$ cat src/rtl/fetch_unit_pkg.sv
// Shared constants and slot layout for the simplearm front end.
// Used by the fetch stage and by the decode stage's pipeline registers.
package simplearm_pkg;

    localparam int INSTR_W = 32;
    localparam int XLEN    = 32;

    localparam logic [XLEN-1:0] PC_STEP          = 32'd4;
    localparam logic [XLEN-1:0] DEFAULT_RESET_PC = 32'h0000_0000;

    typedef struct packed {
        logic [XLEN-1:0]    pc;
        logic [INSTR_W-1:0] instr;
        logic               filled;
    } slot_t;

    localparam int SLOT_W = $bits(slot_t);

    function automatic logic [XLEN-1:0] pc_next(input logic [XLEN-1:0] pc);
        return pc + PC_STEP;
    endfunction

    // Instruction addresses are word aligned, so the low two bits are dropped.
    function automatic logic [XLEN-1:0] align_pc(input logic [XLEN-1:0] addr);
        return addr & ~32'h3;
    endfunction

endpackage

$ cat src/rtl/fetch_unit_if.sv
// Instruction memory request/response channel between fetch and imem.
interface fetch_unit_if;
    import simplearm_pkg::*;

    logic               imem_req_valid;
    logic               imem_req_ready;
    logic [XLEN-1:0]    imem_req_addr;
    logic               imem_resp_valid;
    logic [INSTR_W-1:0] imem_resp_data;

    modport master (
        output imem_req_valid,
        output imem_req_addr,
        input  imem_req_ready,
        input  imem_resp_valid,
        input  imem_resp_data
    );

    modport slave (
        input  imem_req_valid,
        input  imem_req_addr,
        output imem_req_ready,
        output imem_resp_valid,
        output imem_resp_data
    );

endinterface

$ cat src/rtl/fetch_unit_buffer.sv
// Circular slot buffer for fetch: allocate on request, fill on response,
// pop to decode; a flush frees every slot and remembers stale responses.
module fetch_buffer
    import simplearm_pkg::*;
#(
    parameter int DEPTH = 2
) (
    input  logic                   clk,
    input  logic                   rst,
    input  logic                   flush,
    input  logic                   alloc,
    input  logic [XLEN-1:0]        alloc_pc,
    input  logic                   resp_valid,
    input  logic [INSTR_W-1:0]     resp_data,
    input  logic                   pop,
    output slot_t                  head,
    output logic [$clog2(DEPTH):0] used,
    output logic [$clog2(DEPTH):0] drop_cnt
);

    localparam int PW = $clog2(DEPTH);
    localparam int CW = PW + 1;

    slot_t          slots [DEPTH];
    logic [PW-1:0]  alloc_ptr;
    logic [PW-1:0]  fill_ptr;
    logic [PW-1:0]  head_ptr;
    logic [CW-1:0]  used_q;
    logic [CW-1:0]  pend_q;
    logic [CW-1:0]  drop_q;
    logic           resp_drop;
    logic           resp_fill;
    logic           resp_taken;

    // Stale responses from before a redirect are always drained first.
    always_comb begin
        resp_drop  = resp_valid && (drop_q != '0);
        resp_fill  = resp_valid && (drop_q == '0) && (pend_q != '0);
        resp_taken = resp_drop || resp_fill;
    end

    always_ff @(posedge clk) begin
        if (rst) begin
            alloc_ptr <= '0;
            fill_ptr  <= '0;
            head_ptr  <= '0;
            used_q    <= '0;
            pend_q    <= '0;
            drop_q    <= '0;
            for (int i = 0; i < DEPTH; i++) begin
                slots[i].filled <= 1'b0;
            end
        end else if (flush) begin
            // Everything still in flight, minus a response consumed right now, must be discarded later.
            alloc_ptr <= '0;
            fill_ptr  <= '0;
            head_ptr  <= '0;
            used_q    <= '0;
            pend_q    <= '0;
            drop_q    <= drop_q + pend_q - CW'(resp_taken);
            for (int i = 0; i < DEPTH; i++) begin
                slots[i].filled <= 1'b0;
            end
        end else begin
            if (alloc) begin
                slots[alloc_ptr].pc     <= alloc_pc;
                slots[alloc_ptr].instr  <= '0;
                slots[alloc_ptr].filled <= 1'b0;
                alloc_ptr               <= alloc_ptr + 1'b1;
            end
            if (resp_fill) begin
                slots[fill_ptr].instr  <= resp_data;
                slots[fill_ptr].filled <= 1'b1;
                fill_ptr               <= fill_ptr + 1'b1;
            end
            if (resp_drop) begin
                drop_q <= drop_q - 1'b1;
            end
            if (pop) begin
                head_ptr <= head_ptr + 1'b1;
            end
            used_q <= used_q + CW'(alloc) - CW'(pop);
            pend_q <= pend_q + CW'(alloc) - CW'(resp_fill);
        end
    end

    assign head     = slots[head_ptr];
    assign used     = used_q;
    assign drop_cnt = drop_q;

endmodule

$ cat src/rtl/fetch_unit.sv
// Instruction fetch stage: PC sequencing, imem request issue, redirect
// handling and the registered instr/pc/valid output towards decode.
module fetch_unit
    import simplearm_pkg::*;
#(
    parameter logic [XLEN-1:0] RESET_PC = DEFAULT_RESET_PC,
    parameter int              DEPTH    = 2
) (
    input  logic               clk,
    input  logic               rst,
    fetch_unit_if.master       imem,
    input  logic               branch_taken,
    input  logic [XLEN-1:0]    branch_target,
    input  logic               stall,
    output logic [INSTR_W-1:0] instr_out,
    output logic               valid_out,
    output logic [XLEN-1:0]    pc_out
);

    localparam int CW = $clog2(DEPTH) + 1;
    localparam int OW = CW + 1;

    logic [XLEN-1:0] pc;
    slot_t           head;
    logic [CW-1:0]   used;
    logic [CW-1:0]   drop_cnt;
    logic [OW-1:0]   occupancy;
    logic            pop;
    logic            has_space;
    logic            req_fire;

    // A slot popped this cycle is reusable by this cycle's request, which keeps one instruction per cycle.
    always_comb begin
        pop       = !stall && !branch_taken && head.filled && (used != '0);
        occupancy = {1'b0, used} + {1'b0, drop_cnt} - OW'(pop);
        has_space = occupancy < OW'(DEPTH);
    end

    assign imem.imem_req_valid = !rst && !branch_taken && has_space;
    assign imem.imem_req_addr  = pc;
    assign req_fire            = imem.imem_req_valid && imem.imem_req_ready;

    fetch_buffer #(
        .DEPTH(DEPTH)
    ) u_buffer (
        .clk        (clk),
        .rst        (rst),
        .flush      (branch_taken),
        .alloc      (req_fire),
        .alloc_pc   (pc),
        .resp_valid (imem.imem_resp_valid),
        .resp_data  (imem.imem_resp_data),
        .pop        (pop),
        .head       (head),
        .used       (used),
        .drop_cnt   (drop_cnt)
    );

    // Redirect outranks stall; a stalled decode keeps its current instruction.
    always_ff @(posedge clk) begin
        if (rst) begin
            pc        <= RESET_PC;
            instr_out <= '0;
            pc_out    <= '0;
            valid_out <= 1'b0;
        end else if (branch_taken) begin
            pc        <= align_pc(branch_target);
            valid_out <= 1'b0;
        end else begin
            if (req_fire) begin
                pc <= pc_next(pc);
            end
            if (!stall) begin
                if (pop) begin
                    instr_out <= head.instr;
                    pc_out    <= head.pc;
                    valid_out <= 1'b1;
                end else begin
                    valid_out <= 1'b0;
                end
            end
        end
    end

endmodule

$ cat src/flat_wrapper.sv
// flat-port wrapper written by rule: the top's interface ports become plain ports
module fetch_unit_flat import simplearm_pkg::*;
#(
    parameter logic [XLEN-1:0] RESET_PC = DEFAULT_RESET_PC,
    parameter int              DEPTH    = 2
)
  (clk, rst, branch_taken, branch_target, stall, instr_out, valid_out, pc_out, imem_imem_req_valid, imem_imem_req_addr, imem_imem_req_ready, imem_imem_resp_valid, imem_imem_resp_data);
  fetch_unit_if imem_i ();
  input  logic clk;
  input  logic rst;
  input  logic branch_taken;
  input  logic [XLEN-1:0] branch_target;
  input  logic stall;
  output logic [INSTR_W-1:0] instr_out;
  output logic valid_out;
  output logic [XLEN-1:0] pc_out;
  output wire logic [$bits(imem_i.imem_req_valid)-1:0] imem_imem_req_valid;
  output wire logic [$bits(imem_i.imem_req_addr)-1:0] imem_imem_req_addr;
  input wire logic [$bits(imem_i.imem_req_ready)-1:0] imem_imem_req_ready;
  input wire logic [$bits(imem_i.imem_resp_valid)-1:0] imem_imem_resp_valid;
  input wire logic [$bits(imem_i.imem_resp_data)-1:0] imem_imem_resp_data;
  assign imem_imem_req_valid = imem_i.imem_req_valid;
  assign imem_imem_req_addr = imem_i.imem_req_addr;
  assign imem_i.imem_req_ready = imem_imem_req_ready;
  assign imem_i.imem_resp_valid = imem_imem_resp_valid;
  assign imem_i.imem_resp_data = imem_imem_resp_data;
  fetch_unit #(.RESET_PC(RESET_PC), .DEPTH(DEPTH)) u_core (.clk(clk), .rst(rst), .imem(imem_i), .branch_taken(branch_taken), .branch_target(branch_target), .stall(stall), .instr_out(instr_out), .valid_out(valid_out), .pc_out(pc_out));
endmodule
$ cat config.mk
export PLATFORM = sky130hd
export DESIGN_NAME = fetch_unit_flat
export DESIGN_NICKNAME = d
export VERILOG_FILES = /design/src/rtl/fetch_unit_pkg.sv /design/src/rtl/fetch_unit_if.sv /design/src/rtl/fetch_unit_buffer.sv /design/src/rtl/fetch_unit.sv /design/src/flat_wrapper.sv
export SDC_FILE = /design/constraint.sdc
export NUM_CORES = 1
export LEC_CHECK = 0
export ABC_AREA = 0
export BUFFER_PORTS_ARGS = -buffer_cell sky130_fd_sc_hd__buf_2
export CAP_MARGIN = 20
export CORE_ASPECT_RATIO = 1.4
export CORE_MARGIN = 5
export CORE_UTILIZATION = 45
export DETAILED_ROUTE_END_ITERATION = 7
export HOLD_SLACK_MARGIN = 0.05
export PLACE_DENSITY = 0.74
export SETUP_SLACK_MARGIN = 0.1
export SLEW_MARGIN = 10
export SYNTH_ARGS = -nofsm -noshare
export SYNTH_HDL_FRONTEND = slang
export SYNTH_SLANG_ARGS = --single-unit
export TNS_END_PERCENT = 100
$ cat constraint.sdc
create_clock -name clk -period 6.6 [get_ports clk]
set_clock_uncertainty 0.15 [all_clocks]
set_input_delay 0.33 -clock clk [delete_from_list [all_inputs] [get_ports clk]]
set_output_delay 0.33 -clock clk [all_outputs]
set_load 0.05 [all_outputs]
==> results.tsv, run 1 <==
stage	metric	value	unit
run_status	status	finished clean	
synthesis	netlist_area	9430	um^2
routing	drc_errors	0	
synthesis	yosys_most_used_dff	edfxtp_1	
sta	fmax	186	MHz
sta	layout_min_cycle_time	5.37	ns
finish	diodes	0	
routing	highest_layer	met5	
routing	wl_per_cell	16.8	um
synthesis	yosysTopAreaCell	edfxtp_1	
global_route	grt_pass1_vias	6694	
global_route	grt_pass1_wl	34300	um
routing	drt_iter0_drc	354	
power_and_ir_drop	total_power	3.20	mW
synthesis	synth.distinct_cells	51	
min_path	hp-class	input port to register	
clock_network	cts_buffer_depth	3	
global_route	grt-ovfl-total	0	
clock_network	insertion_delay	0.51	ns
floorplanning	die_y	181	um
synthesis	yosysTopAreaCellShare	39.5	%
clock_network	cts_made_buffers	23	
finish	final_cell_mix	160 x buf_2, 124 x edfxtp_1, 104 x dfxtp_1	
worst_setup_path	cp_max_fo	33	
min_path	worstHoldPathCells	4	
power_and_ir_drop	ir_drop	0.223	mV
routing	first_pass_iters	4	
clock_network	cts_setup_buffers	0	
clock_network	htreeDepth	1	
sta	rsz0062_at_grt	false	
synthesis	ys_seq_area_share	61.8	%
floorplanning	die_x	132	um
sta	slew_headroom	29.0	%
finish	finalNetCount	1069	
placement	io_buffers	161	
synthesis	synth-seq-cells	229	
floorplanning	io_pins	168	
global_route	grt_usage	17.2	%
clock_network	clockRootBuffer	clkbuf_16	
sta	final-hold-violation-count	0	
routing	wl_met3	1120	um
clock_network	postCtsResizedCells	0	
synthesis	async_reset_ff_share	0	%
power_and_ir_drop	leakagePower	4.34	nW
synthesis	avgSynthCellArea	12.0	um^2
worst_setup_path	r2r_cells	12	
routing	drtAntennaViolNets	0	
sta	final.setup.tns	0	ns
routing	dr_wl_met2	11400	um
finish	drive_gt1_share	21.7	%
floorplanning	initial_core_util	45.9	%
sta	period_share	81.3	%
sta	drv_slew	0	
worst_setup_path	critPathRequiredTime	6.58	ns
routing	routed_via_density	5.20	
power_and_ir_drop	power_density	273	nW/um^2
clock_network	clk_pin_slew	0.07	ns
global_route	grt_max_degree	97	
routing	wirelength_met1	8110	um
floorplanning	die-area	24000	um^2
synthesis	synth_cells	786	
synthesis	synth.area.top_cells	edfxtp_1 39%, dfxtp_1 22%, mux2i_1 6.8%	
placement	dp_hpwl	13200	um
finish	final_common_cell	buf_2	
worst_setup_path	cp-start-kind	register	
sta	report.final.setup_viol	0	
placement	gp_congestion	0.769	
synthesis	synth_edf_count	124	
clock_network	cts_tree	done	
finish	areaGrowthSynthToFinish	24.1	%
sta	worst_slew_pin_slew	1.06	ns
clock_network	clock-sinks	229	
worst_setup_path	crit_arrival	5.35	ns
routing	vias	6556	
routing	wl	21200	um
floorplanning	coreArea	20600	um^2
global_route	antenna_found_initial	2	
floorplanning	rows	62	
worst_setup_path	crit_type	register to register	
worst_setup_path	end_kind	register	
run	max-cap-violations	0	
synthesis	ys_warn_count	0	
-- path summary, 6_finish.rpt --
kind	startpoint	endpoint	slack [ns]
setup / recovery	register	u_core.u_buffer.slots[0][29]	1.23
hold reg to reg	u_core.u_buffer.slots[0][0]	u_core.u_buffer.slots[0][0]	0.31
hold / removal	branch_target[23]	u_core.imem.imem_req_addr[23]	0.07
setup reg to reg	register	u_core.u_buffer.slots[0][29]	1.23
-- sequential cells by signal, indices dropped and copies added (netlist names), named ones only --
register and count:
u_core.u_buffer.fill_ptr 1, u_core.u_buffer.used 2, u_core.valid_out 1, u_core.imem.imem_req_addr 30
u_core.pc_out 30, u_core.u_buffer.alloc_ptr 1, u_core.instr_out 32, u_core.u_buffer.slots 126
u_core.u_buffer.drop_cnt 2, u_core.u_buffer.head_ptr 1, u_core.u_buffer.pend_q 2
-- per-stage QoR --
stage               hold slack (ns)  util (%)  setup slack (ns)  area, um^2  cells
floorplan                     0.281         -              1.77        9450    789
global placement              0.296      50.4              1.24       10400   1159
detailed placement            0.299      50.4              1.13       10400   1159
CTS                          0.0595      57.0              1.10       11700   1261
global route                 0.0772      57.0             0.791       11700   1261
finish                       0.0719      57.0              1.23       11700   1261
-- worst max-delay path, stage by stage (launching register included) --
cell,delay [ns]
dfxtp_4,0.68
mux2i_1,0.21
nor4_4,0.18
buf_4,0.36
and2_1,0.22
o21ai_0,0.12
fa_1,0.56
nand4bb_4,0.15
nor2_2,0.10
buf_4,0.26
inv_2,0.30
nor2_4,0.81
or2_2,0.85
-- per-layer routing --
| layer | track usage (%) | up-vias |
|---|---|---|
| met4 | 5.70 | 4 |
| li1 | - | 3244 |
| met1 | 19.4 | 3100 |
| met3 | 2.92 | 46 |
| met2 | 32.5 | 162 |
| met5 | 0 | - |
-- repair_timing --
| action | 4_1_cts | 5_1_grt |
|---|---|---|
| hold buffers | 61 | 0 |
| setup endpoints to repair | 0 | 0 |
| endpoints found under the hold margin | 93 | 0 |
-- cells by family (layout without fill, tap and decap cells) --
logic type / after synthesis / count (layout) / synth area share (%)
flops: 229 / 229 / 61.8
simple gates: 258 / 258 / 14.6
xor+xnor: 22 / 22 / 2.04
compound gates: 131 / 131 / 9.66
fa+ha+maj: 10 / 10 / 1.41
other cells: 1 / 4 / 0.0397
buf+inv: 70 / 286 / 3.62
mux: 65 / 65 / 6.91
-- synthesized netlist by cell type, drive strengths merged, types with 3 or more instances --
master	number
and3	8
a32oi	3
a21oi	14
xor2	12
nand2	25
clkbuf	21
inv	16
a31oi	12
nor3	5
nor4	4
buf	33
edfxtp	124
o21ai	13
a211oi	70
o22ai	5
o211ai	4
xnor2	10
nand4	14
mux2i	64
ha	9
or2	3
nand3	15
nor2	105
and2	75
dfxtp	105
-- cell type report --
class                   count  area, um^2
clock buffers              32         629
clock inverters             9         103
fillers                  1688        8850
inverters                  16        60.1
multi-input cells         490        3290
flip-flops and latches    229        5830
well taps                 256         320
repair buffers            229        1470
-- report_power, final --
| part | internal [mW] | switching, mW | total, mW | leakage, nW |
|---|---|---|---|---|
| registers | 1.56 | 0.0393 | 1.60 | 1.94 |
| clock network | 0.746 | 0.533 | 1.28 | 0.355 |
| logic | 0.114 | 0.204 | 0.318 | 2.05 |
Power figures use the tool's default switching activity.
==> run 2: changes to the inputs <==
--- a/config.mk
+++ b/config.mk
@@ -13,7 +13,7 @@
 export CORE_UTILIZATION = 45
 export DETAILED_ROUTE_END_ITERATION = 7
 export HOLD_SLACK_MARGIN = 0.05
-export PLACE_DENSITY = 0.74
+export PLACE_DENSITY = 0.76
 export SETUP_SLACK_MARGIN = 0.1
 export SLEW_MARGIN = 10
 export SYNTH_ARGS = -nofsm -noshare
==> constraint.sdc (replaced) <==
create_clock -name clk -period 4.5 [get_ports clk]
set_clock_uncertainty 0.15 [all_clocks]
set_input_delay 0.225 -clock clk [delete_from_list [all_inputs] [get_ports clk]]
set_output_delay 0.225 -clock clk [all_outputs]
set_load 0.05 [all_outputs]
==> results.tsv, run 2 (synthesized netlist as in run 1, its figures left out) <==
stage	metric	value	unit	change
global_route	met3_usage	3.34	%	was 2.92%
global_route	use_met2	33.3	%	was 32.5%
power_and_ir_drop	p_int	3.54	mW	was 2.42 mW
finish	final_common_cell	buf_2		unchanged
floorplanning	die-area	24000	um^2	unchanged
clock_network	clock-sinks	229		unchanged
routing	wl_per_cell	17.5	um	was 16.8 um
placement	gp_congestion	0.784		was 0.769
finish	areaGrowthSynthToFinish	24.6	%	was 24.1%
power_and_ir_drop	p_seq_share	50.6	%	was 50.1%
clock_network	cts_tree	done		unchanged
global_route	top_usage_layer	met2		unchanged
clock_network	insertion_delay	0.49	ns	was 0.51 ns
floorplanning	coreArea	20600	um^2	unchanged
worst_setup_path	crit_type	input port to register		was register to register
finish	fin_cells	1268		was 1261
finish	regMostFlops	u_core.u_buffer.slots		unchanged
clock_network	clk_pin_slew	0.06	ns	was 0.07 ns
sta	final.setup.tns	0	ns	unchanged
global_route	grt_pass1_vias	6802		was 6694
routing	drt_iter0_drc	403		was 354
clock_network	cts_made_buffers	22		was 23
finish	diodes	0		unchanged
routing	vias	6638		was 6556
power_and_ir_drop	power_density	395	nW/um^2	was 273 nW/um^2
run	max-cap-violations	0		unchanged
clock_network	cts_setup_buffers	0		unchanged
worst_setup_path	cp_max_fo	12		was 33
clock_network	cts_buffer_depth	3		unchanged
sta	worst_slew_pin_slew	0.988	ns	was 1.06 ns
sta	report.final.setup_viol	0		unchanged
power_and_ir_drop	total_power	4.65	mW	was 3.20 mW
power_and_ir_drop	power.switching	1.11	mW	was 0.776 mW
clock_network	htreeDepth	1		unchanged
power_and_ir_drop	comb_power_share	10.2	%	was 9.9%
global_route	grt_usage	18.0	%	was 17.2%
worst_setup_path	cp-start-kind	input port		was register
finish	largestRegisters	u_core.u_buffer.slots (126), u_core.instr_out (32)		unchanged
global_route	grt-ovfl-total	0		unchanged
placement	io_buffers	161		unchanged
power_and_ir_drop	clockPowerShare	39.2	%	was 40.0%
routing	drtAntennaViolNets	0		unchanged
routing	first_pass_iters	4		unchanged
floorplanning	die_x	132	um	unchanged
global_route	antenna_found_initial	2		unchanged
sta	rsz0062_at_grt	false		unchanged
clock_network	postCtsResizedCells	0		unchanged
floorplanning	die_y	181	um	unchanged
power_and_ir_drop	leakagePower	4.38	nW	was 4.34 nW
sta	fmax	250	MHz	
finish	final_cell_mix	160 x buf_2, 124 x edfxtp_1, 104 x dfxtp_1		unchanged
min_path	hp-class	input port to register		unchanged
sta	layout_min_cycle_time	4.01	ns	
sta	final-hold-violation-count	0		unchanged
sta	slew_headroom	34.1	%	was 29.0%
worst_setup_path	crit_arrival	4.29	ns	was 5.35 ns
global_route	grt_use_met1	20.0	%	was 19.4%
power_and_ir_drop	ir_drop	0.274	mV	was 0.223 mV
global_route	grt_pass1_wl	35500	um	was 34300 um
routing	routed_via_density	5.24		was 5.20
finish	largest_reg_flops	126		unchanged
placement	post-place-cells	1164		was 1159
sta	period_share	89.0	%	
sta	drv_slew	0		unchanged
global_route	grt_max_degree	85		was 97
worst_setup_path	critPathRequiredTime	4.79	ns	was 6.58 ns
clock_network	clockRootBuffer	clkbuf_16		unchanged
finish	fill_cells	1652		was 1688
clock_network	hold_buffers	64		was 61
finish	drive_gt1_share	21.9	%	was 21.7%
floorplanning	initial_core_util	45.9	%	unchanged
finish	finalNetCount	1076		was 1069
worst_setup_path	end_kind	register		unchanged
placement	dp_hpwl	13700	um	was 13200 um
run_status	status	finished clean		unchanged
floorplanning	rows	62		unchanged
routing	drc_errors	0		unchanged
floorplanning	io_pins	168		unchanged
power_and_ir_drop	swShare	23.9	%	was 24.3%
routing	wl	22200	um	was 21200 um
run 2: area by class of cell:
type                       count  area [um^2]  share of cell area [%]
clock inverter                 8         92.6                   0.788
sequential                   229         5830                    49.6
tap                          256          320                    2.72
inverter                      16         60.1                   0.511
timing repair buffer         237         1540                    13.1
clock buffer                  32          619                    5.27
multi-input combinational    490         3290                    28.0
run 2: power groups by stage:
stage	registers, mW	clock network [mW]	logic (mW)
global placement	2.39	0	0.425
CTS	2.35	1.87	0.480
floorplan	2.44	0	0.249
detailed placement	2.40	0	0.435
finish	2.35	1.82	0.475
global route	2.36	1.96	0.520
run 2: worst max-delay path: stages:
cell and delay [ns]:
dlygate4sd3_1 0.54, buf_2 0.16, nor4_4 0.31, and2_1 0.21
o21ai_0 0.13, fa_1 0.40, xnor2_1 0.41, nor2_2 0.22
buf_4 0.24, nor2_1 0.57, o21ai_0 0.20, a21oi_1 0.14
dlygate4sd3_1 0.54
run 2: per-stage QoR:
stage	util [%]	hold slack, ns	worst slack, ns	instance area, um^2
CTS	57.2	0.0958	0.516	11800
global route	57.2	0.126	0.174	11800
global placement	50.6	0.291	0.883	10400
finish	57.2	0.112	0.494	11800
floorplan	-	0.197	0.218	9450
detailed placement	50.6	0.301	0.772	10400
run 2: routing by layer:
layer,wire [um],up-vias
met5,34,-
met4,736,4
met3,1030,52
met2,12000,179
met1,8380,3138
li1,-,3265
run 2: worst paths after layout:
path | startpoint | end | slack, ns | depth (start not counted)
max reg2reg | u_core.u_buffer.used[1] | u_core.imem.imem_req_addr[15] | 0.51 | 12
max | stall | u_core.imem.imem_req_addr[15] | 0.49 | 13
min reg2reg | u_core.u_buffer.slots[0][0] | u_core.u_buffer.slots[0][0] | 0.31 | 2
min | branch_taken | u_core.u_buffer.drop_cnt[0] | 0.11 | 4
==> run 3: changes to the inputs <==
--- a/config.mk
+++ b/config.mk
@@ -11,9 +11,10 @@
 export CORE_ASPECT_RATIO = 1.4
 export CORE_MARGIN = 5
 export CORE_UTILIZATION = 45
+export CTS_CLUSTER_DIAMETER = 100
 export DETAILED_ROUTE_END_ITERATION = 7
 export HOLD_SLACK_MARGIN = 0.05
-export PLACE_DENSITY = 0.76
+export PLACE_DENSITY = 0.74
 export SETUP_SLACK_MARGIN = 0.1
 export SLEW_MARGIN = 10
 export SYNTH_ARGS = -nofsm -noshare
==> constraint.sdc (replaced) <==
create_clock -name clk -period 3.8 [get_ports clk]
set_clock_uncertainty 0.15 [all_clocks]
set_input_delay 0.19 -clock clk [delete_from_list [all_inputs] [get_ports clk]]
set_output_delay 0.19 -clock clk [all_outputs]
set_load 0.05 [all_outputs]
==> results.tsv, run 3 (synthesized netlist as in run 1, its figures left out) <==
stage	metric	value	unit	change
worst_setup_path	worst_path_largest_cell_delay	0.55	ns	was 0.57 ns
sta	rsz0062_at_grt	false		unchanged
worst_setup_path	end_kind	register		unchanged
run_status	status	finished clean		unchanged
routing	drt_iter0_drc	417		was 403
worst_setup_path	crit_arrival	3.82	ns	was 4.29 ns
finish	regMostFlops	u_core.u_buffer.slots		unchanged
clock_network	clock-sinks	229		unchanged
finish	largestRegisters	u_core.u_buffer.slots (126), u_core.instr_out (32)		unchanged
worst_setup_path	cp_max_fo	5		was 12
finish	fill_cells	1672		was 1652
placement	dp_hpwl	13300	um	was 13700 um
finish	final_cell_mix	160 x buf_2, 124 x edfxtp_1, 104 x dfxtp_1		unchanged
global_route	grt_pass1_wl	34900	um	was 35500 um
finish	largest_reg_flops	126		unchanged
worst_setup_path	crit_top_cell	nor4_4		
finish	finalNetCount	1081		was 1076
power_and_ir_drop	ir_drop	0.384	mV	was 0.274 mV
global_route	grt_max_degree	81		was 85
clock_network	cts_buffer_depth	3		unchanged
global_route	grt_usage	17.7	%	was 18.0%
worst_setup_path	reg2reg_from	u_core.u_buffer.used[1]		unchanged
routing	drtAntennaViolNets	0		unchanged
clock_network	insertion_delay	0.51	ns	was 0.49 ns
sta	report.final.setup_viol	0		unchanged
finish	multiInputGateArea	3310	um^2	was 3290 um^2
run	max-cap-violations	0		unchanged
routing	first_pass_iters	5		was 4
clock_network	cts_tree	done		unchanged
floorplanning	rows	62		unchanged
min_path	worstHoldPathCells	4		unchanged
placement	gp_congestion	0.791		was 0.784
sta	period_share	92.8	%	
worst_setup_path	rr_endpoint	u_core.imem.imem_req_addr[12]		was u_core.imem.imem_req_addr[15]
finish	drive_gt1_share	22.5	%	was 21.9%
global_route	grt_pass1_vias	6650		was 6802
finish	ff_latch_area	5830	um^2	unchanged
worst_setup_path	r2r_cells	11		was 12
placement	dpl-instance-area	10400	um^2	about the same
floorplanning	die_y	181	um	unchanged
finish	final_common_cell	buf_2		unchanged
routing	vias	6593		was 6638
power_and_ir_drop	power_density	475	nW/um^2	was 395 nW/um^2
min_path	worstHoldEndpoint	u_core.u_buffer.drop_cnt[0]		unchanged
worst_setup_path	slowest_stage	dlygate4sd3_1		was nor2_1
global_route	grt-ovfl-total	0		unchanged
routing	wl	21500	um	was 22200 um
worst_setup_path	cp-start-kind	register		was input port
sta	fmax	284	MHz	
finish	areaGrowthSynthToFinish	25.7	%	was 24.6%
floorplanning	die-area	24000	um^2	unchanged
routing	wl_per_cell	16.9	um	was 17.5 um
routing	routed_via_density	5.18		was 5.24
min_path	min_from	branch_taken		unchanged
worst_setup_path	crit_type	register to register		was input port to register
clock_network	clk_pin_slew	0.06	ns	about the same
clock_network	cts_made_buffers	23		was 22
min_path	hp-class	input port to register		unchanged
floorplanning	die_x	132	um	unchanged
sta	worst_slew_pin_slew	1.10	ns	was 0.988 ns
worst_setup_path	crit_path_cell_trace	nor2_1, nor4_4, and2_4, o21ai_0, fa_1, xnor2_2, nor4_4, and2_1, mux2_2, a21oi_1, dlygate4sd3_1		was dlygate4sd3_1, buf_2, nor4_4, and2_1, o21ai_0, fa_1, xnor2_1, nor2_2, buf_4, nor2_1, o21ai_0, a21oi_1, dlygate4sd3_1
clock_network	postCtsResizedCells	0		unchanged
finish	final_cell_area	11900	um^2	was 11800 um^2
placement	io_buffers	161		unchanged
global_route	antenna_found_initial	2		unchanged
sta	layout_min_cycle_time	3.53	ns	
floorplanning	io_pins	168		unchanged
sta	final.setup.tns	0	ns	unchanged
sta	slew_headroom	26.8	%	was 34.1%
finish	diodes	0		unchanged
worst_setup_path	worst-r2r-setup-slack	0.27	ns	was 0.51 ns
floorplanning	initial_core_util	45.9	%	unchanged
floorplanning	coreArea	20600	um^2	unchanged
routing	drc_errors	0		unchanged
power_and_ir_drop	leakagePower	4.41	nW	was 4.38 nW
sta	drv_slew	0		unchanged
worst_setup_path	critPathRequiredTime	4.10	ns	was 4.79 ns
clock_network	clockRootBuffer	clkbuf_16		unchanged
clock_network	htreeDepth	1		unchanged
sta	final-hold-violation-count	0		unchanged
run 3: cell types whose count changed in the layout (fill, tap and decap cells not counted), sizes merged:
cell	previous run	this run
clkinv	6	5
buf	173	174
bufinv	2	3
dlygate4sd3	64	67
clkinvlp	0	2
inv	16	17
clkbuf	32	31
run 3: per-stage QoR:
step / utilization, % / std cells / hold WS [ns] / setup WS (ns) / total power, mW
after floorplan: - / 789 / 0.162 / 0.109 / 3.21
after global placement: 50.7 / 1164 / 0.279 / 0.511 / 3.35
after detailed placement: 50.7 / 1164 / 0.279 / 0.392 / 3.37
after CTS: 57.7 / 1273 / 0.0511 / 0.146 / 5.69
after global routing: 57.7 / 1274 / 0.0820 / 0.103 / 5.88
final: 57.7 / 1274 / 0.0738 / 0.274 / 5.64
run 3: area by class of cell:
type / count / share of cell area, %
Sequential cell: 229 / 49.1
Tap cell: 256 / 2.70
Inverter: 16 / 0.538
Clock buffer: 31 / 5.19
Multi-Input combinational cell: 490 / 27.9
Timing Repair Buffer: 241 / 13.3
Clock inverter: 11 / 1.20
run 3: how the worst max path moves through the flow:
stage / startpoint / end / slack (ns) / cells after the start
detailed placement: u_core.u_buffer.used[1] / u_core.u_buffer.used[1] / 0.39 / 14
finish: u_core.u_buffer.used[1] / u_core.imem.imem_req_addr[12] / 0.27 / 11
global route: u_core.u_buffer.used[1] / u_core.imem.imem_req_addr[12] / 0.10 / 11
floorplan: register / u_core.u_buffer.slots[0][10] / 0.11 / 13
global placement: u_core.u_buffer.used[1] / u_core.u_buffer.used[1] / 0.51 / 14
CTS: u_core.u_buffer.used[1] / u_core.imem.imem_req_addr[12] / 0.15 / 11
run 3: power by group:
group          leakage, nW  switching (mW)  internal (mW)
clock                0.368           0.925           1.35
combinational         2.10           0.365          0.216
sequential            1.94          0.0683           2.72
total                 4.41            1.36           4.28
run 3: repair_timing:
| action | CTS | global route |
|---|---|---|
| setup endpoints to repair | 0 | 2 |
| hold buffers | 67 | 0 |
| buffers inserted | 0 | 1 |
| hold endpoints to repair | 98 | 0 |
run 3: critical path: cells and delay by family (launching register included):
kind	cells	cell delay [ns]
XOR/XNOR	1	0.21
multiplexers	1	0.33
flip-flops	1	0.38
AND/OR/NAND/NOR	5	1.21
AO/OA/AOI/OAI	2	0.24
buffers and inverters	1	0.55
adder cells (fa/ha/maj)	1	0.42
run 3: routing by layer:
layer / global-route usage [%] / routed length, um
met1: 20.1 / 8350
met2: 33.2 / 11600
met3: 2.95 / 960
met4: 5.79 / 572
met5: 0 / 21
